File: config.mk
export PLATFORM = sky130hd
export DESIGN_NAME = pipelined_multiply
export DESIGN_NICKNAME = d
export VERILOG_FILES = /design/src/rtl/pipelined_multiply.sv
export SDC_FILE = /design/constraint.sdc
export NUM_CORES = 1
export LEC_CHECK = 0
export ABC_CLOCK_PERIOD_IN_PS = 19500
export BUFFER_PORTS_ARGS = -buffer_cell sky130_fd_sc_hd__buf_2
export CAP_MARGIN = 20
export CORE_AREA = 3 3 184 186
export CTS_CLUSTER_DIAMETER = 80
export DETAILED_ROUTE_END_ITERATION = 10
export DIE_AREA = 0 0 187 189
export PLACE_DENSITY = 0.77
export SLEW_MARGIN = 10
export SYNTH_ARGS = -nofsm -noshare
export SYNTH_HDL_FRONTEND = slang
export SYNTH_SLANG_ARGS = --single-unit
File: constraint.sdc
create_clock -name i_clk -period 19.5 [get_ports i_clk]
set_input_delay 2.925 -clock i_clk [delete_from_list [all_inputs] [get_ports i_clk]]
set_output_delay 2.925 -clock i_clk [all_outputs]
set_load 0.005 [all_outputs]
File: src/rtl/pipelined_multiply.sv
// Pipelined signed/unsigned multiplier with valid/ready flow control and a
// global stall enable. The optional round-half-up output stage is selected by PIPELINED_MULTIPLY_ROUND_EN.
module pipelined_multiply #(
  parameter int AWIDTH  = 16,
  parameter int BWIDTH  = 16,
  parameter int LATENCY = 3,
  parameter int SHIFT   = 0,
  localparam int OUTWID = AWIDTH + BWIDTH - SHIFT
) (
  input  logic              i_clk,
  input  logic              i_rst_n,
  input  logic              i_valid,
  output logic              o_ready,
  input  logic [AWIDTH-1:0] i_a,
  input  logic [BWIDTH-1:0] i_b,
  input  logic              i_signed,
  output logic              o_valid,
  input  logic              i_ready,
  output logic [OUTWID-1:0] o_prod
);

  // Handshake: a transfer happens on any rising edge where valid && ready.
  // The whole pipe moves together under en, so o_ready is simply en.
  localparam int PW      = AWIDTH + BWIDTH;
  localparam int DEPTH   = (LATENCY > 1) ? LATENCY - 1 : 1;
  localparam int RND_POS = (SHIFT > 0) ? SHIFT - 1 : 0;
  localparam logic [PW-1:0] RND_ONE = PW'(1) << RND_POS;

  logic en;
  logic prod_valid;
  logic [OUTWID-1:0] prod_data;

  assign en      = i_ready || !o_valid;
  assign o_ready = en;

  // The true result always fits in PW bits, so the rounding add cannot
  // disturb the retained bits even though the carry out is not kept.
  function automatic logic [OUTWID-1:0] mul_shift(input logic [AWIDTH-1:0] a,
                                                  input logic [BWIDTH-1:0] b,
                                                  input logic sgn);
    logic [PW-1:0] ae;
    logic [PW-1:0] be;
    logic [PW-1:0] p;
    ae = sgn ? {{BWIDTH{a[AWIDTH-1]}}, a} : {{BWIDTH{1'b0}}, a};
    be = sgn ? {{AWIDTH{b[BWIDTH-1]}}, b} : {{AWIDTH{1'b0}}, b};
    p  = ae * be;
`ifdef PIPELINED_MULTIPLY_ROUND_EN
    if (SHIFT > 0) p = p + RND_ONE;
`endif
    return p[PW-1:SHIFT];
  endfunction

  if (LATENCY == 1) begin : g_direct
    assign prod_valid = i_valid;
    assign prod_data  = mul_shift(i_a, i_b, i_signed);
  end else begin : g_operand_stage
    logic              s1_valid_q, s1_valid_d;
    logic [AWIDTH-1:0] s1_a_q, s1_a_d;
    logic [BWIDTH-1:0] s1_b_q, s1_b_d;
    logic              s1_signed_q, s1_signed_d;

    always_comb begin
      s1_valid_d  = s1_valid_q;
      s1_a_d      = s1_a_q;
      s1_b_d      = s1_b_q;
      s1_signed_d = s1_signed_q;
      if (en) begin
        s1_valid_d  = i_valid;
        s1_a_d      = i_a;
        s1_b_d      = i_b;
        s1_signed_d = i_signed;
      end
    end

    always_ff @(posedge i_clk or negedge i_rst_n) begin
      if (!i_rst_n) begin
        s1_valid_q  <= 1'b0;
        s1_a_q      <= '0;
        s1_b_q      <= '0;
        s1_signed_q <= 1'b0;
      end else begin
        s1_valid_q  <= s1_valid_d;
        s1_a_q      <= s1_a_d;
        s1_b_q      <= s1_b_d;
        s1_signed_q <= s1_signed_d;
      end
    end

    assign prod_valid = s1_valid_q;
    assign prod_data  = mul_shift(s1_a_q, s1_b_q, s1_signed_q);
  end

  logic [DEPTH-1:0]             pv_q, pv_d;
  logic [DEPTH-1:0][OUTWID-1:0] pd_q, pd_d;

  always_comb begin
    pv_d = pv_q;
    pd_d = pd_q;
    if (en) begin
      pv_d[0] = prod_valid;
      pd_d[0] = prod_data;
      for (int i = 1; i < DEPTH; i++) begin
        pv_d[i] = pv_q[i-1];
        pd_d[i] = pd_q[i-1];
      end
    end
  end

  always_ff @(posedge i_clk or negedge i_rst_n) begin
    if (!i_rst_n) begin
      pv_q <= '0;
      pd_q <= '0;
    end else begin
      pv_q <= pv_d;
      pd_q <= pd_d;
    end
  end

  assign o_valid = pv_q[DEPTH-1];
  assign o_prod  = pd_q[DEPTH-1];

endmodule
==> results of run 1 <==
## state kept, by name, indices dropped and copies added, names as in the netlist
| name | count |
|---|---|
| o_prod | 32 |
| pd_q | 32 |
| g_operand_stage.s1_a_q | 16 |
| g_operand_stage.s1_b_q | 16 |
| pv_q | 2 |
| g_operand_stage.s1_signed_q | 1 |
| g_operand_stage.s1_valid_q | 1 |
## tightest hold or removal path, cell delays in order (launching register included)
cell	delay, ns
dfrtp_1	0.34
nand2_1	0.05
nand2_1	0.04
## cell type report
cell class,instances,area share [%]
multi-input cells,1240,71.4
flip-flops and latches,100,14.3
inverters,319,6.87
well taps,442,3.17
repair buffers,77,2.44
clock buffers,9,1.29
clock inverters,7,0.459
## cells by family after synthesis
group                      Yosys count  share of synthesized area [%]
and+or+nand+nor                    587                           16.6
adders and majority gates          462                           49.6
buffers and inverters              429                           10.4
AOI/OAI and AO/OA                  118                           4.61
DFF                                100                           15.0
xor gates and xnor gates            70                           3.67
muxes                                3                          0.195
## layer usage
metal / vias to the layer above / wire length [microns] / part of all wire (%)
met1: 5926 / 14500 / 38
li1: 5197 / - / -
met3: 108 / 1310 / 3.5
met2: 292 / 20100 / 53
met5: - / 0 / 0
met4: 0 / 1950 / 5.2
## stage by stage
stage               cell area (sq um)  utilization (%)  instances  setup slack (ns)  hold WS, ns
floorplan                       16700                -       1769             12.14        0.430
global placement                17100             52.8       2177             11.54        0.446
detailed placement              17100             52.8       2177             11.26        0.451
CTS                             17400             53.7       2193             11.23        0.467
global route                    17500             53.8       2194             10.85        0.493
finish                          17500             53.8       2194             11.24        0.460
## final timing paths
check                      slack [ns]  depth (start not counted)                                     from                                      to
setup reg to reg                11.24                         24  g_operand_stage.s1_signed_q$_DFFE_PN0P_                    pd_q[31]$_DFFE_PN0P_
setup / recovery                11.24                         24  g_operand_stage.s1_signed_q$_DFFE_PN0P_                    pd_q[31]$_DFFE_PN0P_
hold reg to reg                  0.46                          2                    o_prod[0]$_DFFE_PN0P_                   o_prod[0]$_DFFE_PN0P_
max in group asynchronous       15.72                          2                                  i_rst_n  g_operand_stage.s1_a_q[12]$_DFFE_PN0P_
hold / removal                   0.46                          2                    o_prod[0]$_DFFE_PN0P_                   o_prod[0]$_DFFE_PN0P_
min in group asynchronous        2.50                          1                                  i_rst_n   g_operand_stage.s1_b_q[0]$_DFFE_PN0P_
## cells in the final DEF (no fill, tap or decap), drive strengths merged, types with 5 or more instances in the layout
cell,count
fa,333
clkbuf,9
o211ai,5
and2,172
and3,24
nand2b,6
inv,321
o21bai,5
a21oi,43
o21ai,21
nor2,31
ha,129
buf,77
a21o,17
o31ai,5
xor2,18
xnor2,52
dfrtp,100
nand3b,5
nand2,334
==> qor.yml, run 1 <==
cp-end-kind: "register"
tritoncts: "yes"
gr-max-usage-layer: "met2"
fin_crit_ns: 8.26
synth_edf_count: 0
drv_cap: 0
cts_resized: 0
root_buffer: "clkbuf_16"
rsz0062_at_grt: "no"
diodes: 0
multi_input_area_sq_um: 12500
post-route-drc-count: 0
grt.met1_usage_pct: 27.0
min_period_over_period_pct: 42.4
arrival_ns: 8.50
relSlewSlack_pct: 33.8
place.gp.congestion: 0.919
detail-route-antenna-nets: 0
cts_num_sinks: 100
worst_path_dominant_cell_family: "adder cells"
synthFlopType: "dfrtp_1"
ys_top_cells_by_area: "fa_1 40%, dfrtp_1 15%, ha_1 9.7%, nand2_1 7.5%, inv_1 7.1%"
async_reset_ff_share_pct: 100
drive_above_1_share_pct: 6.16
synth_most_common_cell: "nand2_1"
routed_wl_mm: 37.9
syn_inst: 1769
postCtsSetupBuffers: 0
synth.top_cell.area_share_pct: 39.9
dr.pass1.iters: 5
wl_per_cell_microns: 17.3
track_usage_pct: 22.5
worst_path_most_repeated_cell: "fa_1"
synth_common_cells: "334 x nand2_1, 333 x fa_1, 318 x inv_1, 172 x and2_1, 129 x ha_1"
hpwl_mm: 30.5
syn_nets: 2268
slowest_delay_ns: 0.84
ys_warn_count: 0
crit_type: "reg -> reg"
num_vias: 11500
ctsHoldBuffers: 0
avgSynthCellArea_sq_um: 9.44
ys_seq_area_share_pct: 15.0
coreArea_sq_um: 32500
syn2layout_area_growth_pct: 4.49
max_freq_mhz: 121
fin_skew_ns: 0.0182
hold_class: "reg -> reg"
cts_buffer_depth: 2
htree_levels: 3
hold_viol: 0
grt_util_met2_pct: 40.9
nets: 2246
ys_ff_latch: 100
n_fill_cell: 2953
antenna_found_initial: 0
drtIter0Drc: 612
die_w_microns: 187
start_util_pct: 51.5
cts_made_buffers: 9
cts.reportedPaths.clkPinSlew_ns: 0.08
grt_pass1_vias: 12600
outcome: "finished clean"
io_buffers: 70
die_h_microns: 189
tightest_slew_ns: 0.993
regArea_sq_um: 2500
ios: 71
final-max-slew-violation-count: 0
die-area_sq_um: 35300
synth_area_sq_um: 16700
critPathRequiredTime_ns: 19.74
cp_max_fo: 25
worst-path-buf-inv: 5
row_count: 66
synth.largest_area_cell: "fa_1"
synth.distinct_cells: 55
vias_per_cell: 5.25
tns_ns: 0
grt_max_degree: 108
grt_pass1_wl_mm: 63.1
cp-start-kind: "register"
setup_viol: 0
gr-total-overflow: 0
grt_use_met3_pct: 2.18
critical_path.cell_chain: "and2_1, nand2_1, fa_1, fa_1, inv_1, fa_1, inv_1, fa_1, inv_1, fa_1, inv_1, fa_1, fa_1, fa_1, inv_1, ha_1, nand2_1, o21bai_1, or3_1, a211oi_2, o31ai_2, o41ai_2, xnor2_1, a21oi_1"
clk_latency_ns: 0.37
critPathSlowestCell: "fa_1"
Power of run 1 is left out: the tool's default activity adds up to more than one toggle a clock period on the data nets, which glitch-free logic cannot reach.
==> run 2: changes to the inputs <==
--- a/config.mk
+++ b/config.mk
@@ -5,7 +5,7 @@
 export SDC_FILE = /design/constraint.sdc
 export NUM_CORES = 1
 export LEC_CHECK = 0
-export ABC_CLOCK_PERIOD_IN_PS = 19500
+export ABC_CLOCK_PERIOD_IN_PS = 8070
 export BUFFER_PORTS_ARGS = -buffer_cell sky130_fd_sc_hd__buf_2
 export CAP_MARGIN = 20
 export CORE_AREA = 3 3 184 186
==> constraint.sdc (replaced) <==
create_clock -name i_clk -period 8.07 [get_ports i_clk]
set_input_delay 1.2105 -clock i_clk [delete_from_list [all_inputs] [get_ports i_clk]]
set_output_delay 1.2105 -clock i_clk [all_outputs]
set_load 0.005 [all_outputs]
==> run 2 against run 1 <==
Effect of this change:
- final cell count increased by 0.64%
- final area increased by 0.49%
- flip-flop and latch count unchanged
- die area unchanged
- hold slack improved by 0.0012 ns
- register-to-register slack got worse by 11 ns
- clock skew decreased by 0.0080 ns
- utilization increased by 0.27 points
- fmax increased by 7.1%
- critical path depth increased by 1
- via count increased by 0.82%
==> qor.yml, run 2 (same netlist as run 1, synthesis figures left out) <==
drv_cap: 0  # unchanged
num_vias: 11600  # +0.82%
outcome: "finished clean"
regArea_sq_um: 2500  # unchanged
worst_path_most_repeated_cell: "fa_1"
cts_buffer_depth: 2  # unchanged
min_period_over_period_pct: 95.6  # +53 points
die_h_microns: 189  # unchanged
nets: 2260  # +0.62%
drive_above_1_share_pct: 6.85  # +0.69 points
fin_skew_ns: 0.0102  # -0.00800 ns
final_common_cell: "nand2_1"
syn2layout_area_growth_pct: 5.01
row_count: 66  # unchanged
drtIter0Drc: 715  # +17%
n_fill_cell: 2919  # -1.2%
vias_per_cell: 5.26  # +0.18%
start_util_pct: 51.5  # unchanged
whs_ns: 0.461  # +0.00123 ns
tritoncts: "yes"
antenna_found_initial: 0  # unchanged
design_area_sq_um: 17500  # +0.49%
diodes: 0  # unchanged
critPathSlowestCell: "fa_1"
ios: 71  # unchanged
coreArea_sq_um: 32500  # unchanged
hpwl_mm: 31.7  # +3.8%
htree_levels: 3  # unchanged
fin_crit_ns: 7.71  # -0.547 ns
cts_resized: 0  # unchanged
tns_ns: 0  # unchanged
routed_wl_mm: 38.6  # +2.1%
grt_max_degree: 73  # -32%
worst-path-buf-inv: 6  # +1
place.gp.congestion: 0.935  # +1.8%
grt_pass1_wl_mm: 63.8  # +1.0%
critPathRequiredTime_ns: 8.30  # -11.44 ns
cts_num_sinks: 100  # unchanged
cp_max_fo: 11  # -56%
root_buffer: "clkbuf_16"
die_w_microns: 187  # unchanged
cp-start-kind: "register"
rsz0062_at_grt: "no"
wl_per_cell_microns: 17.5  # +1.4%
slowest_delay_ns: 0.57  # -0.27 ns
die-area_sq_um: 35300  # unchanged
grt_pass1_vias: 12500  # -0.60%
final-max-slew-violation-count: 0  # unchanged
cts_made_buffers: 9  # unchanged
relSlewSlack_pct: 25.1  # -8.7 points
cts.reportedPaths.clkPinSlew_ns: 0.08  # about the same
max_freq_mhz: 130  # +7.1%
crit_type: "reg -> reg"
hold_viol: 0  # unchanged
track_usage_pct: 23.0  # +0.48 points
worst_path_dominant_cell_family: "adder cells"
detail-route-antenna-nets: 0  # unchanged
clk_latency_ns: 0.38  # about the same
ctsHoldBuffers: 0  # unchanged
final_cell_mix: "334 x nand2_1, 333 x fa_1, 318 x inv_1"
place_area_sq_um: 17200  # +0.66%
hold_class: "reg -> reg"
multi_input_area_sq_um: 12500  # unchanged
dpl_worst_slack_ns: 0.438  # -10.82 ns
gr-total-overflow: 0  # unchanged
io_buffers: 70  # unchanged
postCtsSetupBuffers: 0  # unchanged
dr.pass1.iters: 5  # unchanged
post-route-drc-count: 0  # unchanged
arrival_ns: 7.95  # -0.55 ns
setup_viol: 0  # unchanged
tightest_slew_ns: 1.12  # +0.131 ns
cp-end-kind: "register"
layout_setup_ws_ns: 0.357  # -10.88 ns
## run 2: cell count changes in the layout (fill, tap and decap cells not counted), sizes merged
cell | before | now
clkbuf | 9 | 10
buf | 77 | 91
inv | 321 | 322
bufinv | 0 | 1
clkinv | 4 | 1
## run 2: final timing paths
| kind | startpoint | endpoint | slack, ns | depth (start not counted) |
|---|---|---|---|---|
| max | g_operand_stage.s1_signed_q$_DFFE_PN0P_ | pd_q[31]$_DFFE_PN0P_ | 0.36 | 25 |
| min reg2reg | o_prod[4]$_DFFE_PN0P_ | o_prod[4]$_DFFE_PN0P_ | 0.46 | 2 |
| min in group asynchronous | i_rst_n | o_prod[12]$_DFFE_PN0P_ | 0.74 | 1 |
| max reg2reg | g_operand_stage.s1_signed_q$_DFFE_PN0P_ | pd_q[31]$_DFFE_PN0P_ | 0.36 | 25 |
| min | o_prod[4]$_DFFE_PN0P_ | o_prod[4]$_DFFE_PN0P_ | 0.46 | 2 |
| max in group asynchronous | i_rst_n | g_operand_stage.s1_a_q[1]$_DFFE_PN0P_ | 5.98 | 2 |
## run 2: worst min-delay path: stages (launching register included)
cell and delay (ns):
dfrtp_1 0.34, nand2_1 0.05, nand2_1 0.05
## run 2: metrics by stage
step / cells / utilization (%)
final: 2208 / 54.1
after global routing: 2208 / 54.1
after CTS: 2208 / 54.1
after detailed placement: 2192 / 53.1
after global placement: 2192 / 53.1
after floorplan: 1769 / -
## run 2: routing by layer
layer / part of all wire (%) / routed length (microns) / track usage (%)
met4: 5.5 / 2130 / 11.6
met2: 52 / 20100 / 40.2
met5: 0 / 0 / 0
met3: 3.8 / 1480 / 2.91
met1: 39 / 14900 / 28.1
## run 2: cell type report
| class | count | area share [%] |
|---|---|---|
| Clock inverter | 6 | 0.442 |
| Sequential cell | 100 | 14.3 |
| Tap cell | 442 | 3.15 |
| Inverter | 319 | 6.83 |
| Multi-Input combinational cell | 1240 | 71.1 |
| Clock buffer | 10 | 1.31 |
| Timing Repair Buffer | 91 | 2.91 |
Power of run 2 is left out for the same reason.
==> run 3: changes to the inputs <==
--- a/config.mk
+++ b/config.mk
@@ -12,7 +12,9 @@
 export CTS_CLUSTER_DIAMETER = 80
 export DETAILED_ROUTE_END_ITERATION = 10
 export DIE_AREA = 0 0 187 189
+export MAX_ROUTING_LAYER = met4
 export PLACE_DENSITY = 0.77
+export SKIP_LAST_GASP = 1
 export SLEW_MARGIN = 10
 export SYNTH_ARGS = -nofsm -noshare
 export SYNTH_HDL_FRONTEND = slang
==> run 3 against run 2 <==
Effect of this change:
- non-clock buffer count is 6 higher
- die area stayed put
- fmax is 4.2% higher
- via count is 0.14% higher
==> qor.yml, run 3 (same netlist as run 1, synthesis figures left out) <==
cts_buffer_depth: 2  # unchanged
nets: 2266  # +0.27%
cts_resized: 0  # unchanged
coreArea_sq_um: 32500  # unchanged
cp-start-kind: "register"
start_util_pct: 51.5  # unchanged
io_buffers: 70  # unchanged
dr.pass1.iters: 5  # unchanged
relSlewSlack_pct: 30.5  # +5.4 points
syn2layout_area_growth_pct: 5.15
min_period_over_period_pct: 91.7  # -3.8 points
worst_path_dominant_cell_family: "adder cells"
hold_viol: 0  # unchanged
ctsHoldBuffers: 0  # unchanged
grt_pass1_wl_mm: 64.7  # +1.4%
clk_latency_ns: 0.38  # about the same
htree_levels: 3  # unchanged
cts_num_sinks: 100  # unchanged
hold_class: "reg -> reg"
die_w_microns: 187  # unchanged
tns_ns: 0  # unchanged
crit_type: "reg -> reg"
cts_made_buffers: 9  # unchanged
num_vias: 11600  # +0.14%
diodes: 0  # unchanged
tightest_slew_ns: 1.04  # -0.0816 ns
slowest_delay_ns: 0.55  # -0.02 ns
final-max-slew-violation-count: 0  # unchanged
antenna_found_initial: 0  # unchanged
routed_wl_mm: 39.0  # +0.99%
post-route-drc-count: 0  # unchanged
outcome: "finished clean"
drive_above_1_share_pct: 7.17  # +0.32 points
vias_per_cell: 5.25  # -0.13%
setup_viol: 0  # unchanged
arrival_ns: 7.63  # -0.32 ns
drtIter0Drc: 643  # -10%
fin_cells: 2214  # +0.27%
place.gp.congestion: 0.965  # +3.2%
hpwl_mm: 32.2  # +1.5%
rsz0062_at_grt: "no"
tritoncts: "yes"
wl_per_cell_microns: 17.6  # +0.72%
ios: 71  # unchanged
worst-path-buf-inv: 6  # unchanged
grt_max_degree: 68  # -6.8%
detail-route-antenna-nets: 0  # unchanged
die-area_sq_um: 35300  # unchanged
row_count: 66  # unchanged
cts.reportedPaths.clkPinSlew_ns: 0.08  # about the same
die_h_microns: 189  # unchanged
cp-end-kind: "register"
gr-total-overflow: 0  # unchanged
dp_cells: 2198  # +0.27%
drv_cap: 0  # unchanged
critPathSlowestCell: "fa_1"
max_freq_mhz: 135  # +4.2%
final_cell_mix: "334 x nand2_1, 333 x fa_1, 318 x inv_1"
n_fill_cell: 2872  # -1.6%
fin_crit_ns: 7.40  # -0.309 ns
critPathRequiredTime_ns: 8.30  # about the same
track_usage_pct: 23.9  # +0.95 points
root_buffer: "clkbuf_16"
fin_skew_ns: 0.0170  # +0.00672 ns
cp_max_fo: 9  # -2
postCtsSetupBuffers: 0  # unchanged
final_common_cell: "nand2_1"
grt_pass1_vias: 12700  # +2.0%
worst_path_most_repeated_cell: "fa_1"
run 3: worst reg2reg max path: stages, from the launching register on:
cell and delay (ns):
dfrtp_1 0.35, and2_1 0.35, nand2_1 0.16, fa_1 0.55, fa_1 0.50, inv_1 0.07, fa_1 0.47, buf_4 0.18
inv_1 0.15, fa_1 0.55, inv_1 0.05, fa_1 0.51, inv_1 0.06, fa_1 0.55, fa_1 0.43, fa_1 0.49
inv_1 0.04, ha_1 0.36, nand2_1 0.10, o21bai_1 0.10, or3_1 0.33, a211oi_2 0.24, o31ai_2 0.15, o41ai_2 0.26
xnor2_1 0.16, a21oi_1 0.09
run 3: routing by layer:
metal	track usage (%)	up-vias	share of wire, %
met5	-	-	0
met4	12.3	0	5.7
met3	2.57	103	4.5
met2	40.8	333	51
met1	28.3	5956	38
li1	-	5241	-
run 3: worst paths after layout:
check                                                        startpoint                                     to  slack [ns]  depth (start not counted)
worst min register to register                   o_prod[21]$_DFFE_PN0P_                 o_prod[21]$_DFFE_PN0P_        0.46                          2
min in group asynchronous                                       i_rst_n                 o_prod[20]$_DFFE_PN0P_        0.82                          1
max in group asynchronous                                       i_rst_n  g_operand_stage.s1_b_q[9]$_DFFE_PN0P_        5.99                          2
worst min-delay path                             o_prod[21]$_DFFE_PN0P_                 o_prod[21]$_DFFE_PN0P_        0.46                          2
worst max-delay path            g_operand_stage.s1_signed_q$_DFFE_PN0P_                   pd_q[31]$_DFFE_PN0P_        0.67                         25
worst max register to register  g_operand_stage.s1_signed_q$_DFFE_PN0P_                   pd_q[31]$_DFFE_PN0P_        0.67                         25
run 3: layout make-up:
| type | count | area (sq um) | area share, % |
|---|---|---|---|
| Inverter | 319 | 1200 | 6.82 |
| Sequential cell | 100 | 2500 | 14.2 |
| Clock inverter | 5 | 41.3 | 0.235 |
| Multi-Input combinational cell | 1240 | 12500 | 71.0 |
| Timing Repair Buffer | 97 | 556 | 3.16 |
| Clock buffer | 11 | 243 | 1.38 |
| Tap cell | 442 | 553 | 3.15 |
run 3: per-stage QoR:
stage	cell area (sq um)	utilization, %	hold slack (ns)	setup WS [ns]
2_1_floorplan	16700	-	0.430	0.710
3_3_place_gp	17300	53.2	0.444	0.844
3_5_place_dp	17300	53.2	0.452	0.674
4_1_cts	17600	54.1	0.470	0.661
5_1_grt	17600	54.1	0.493	0.341
6_report	17600	54.1	0.462	0.666
Power of run 3 is left out for the same reason.
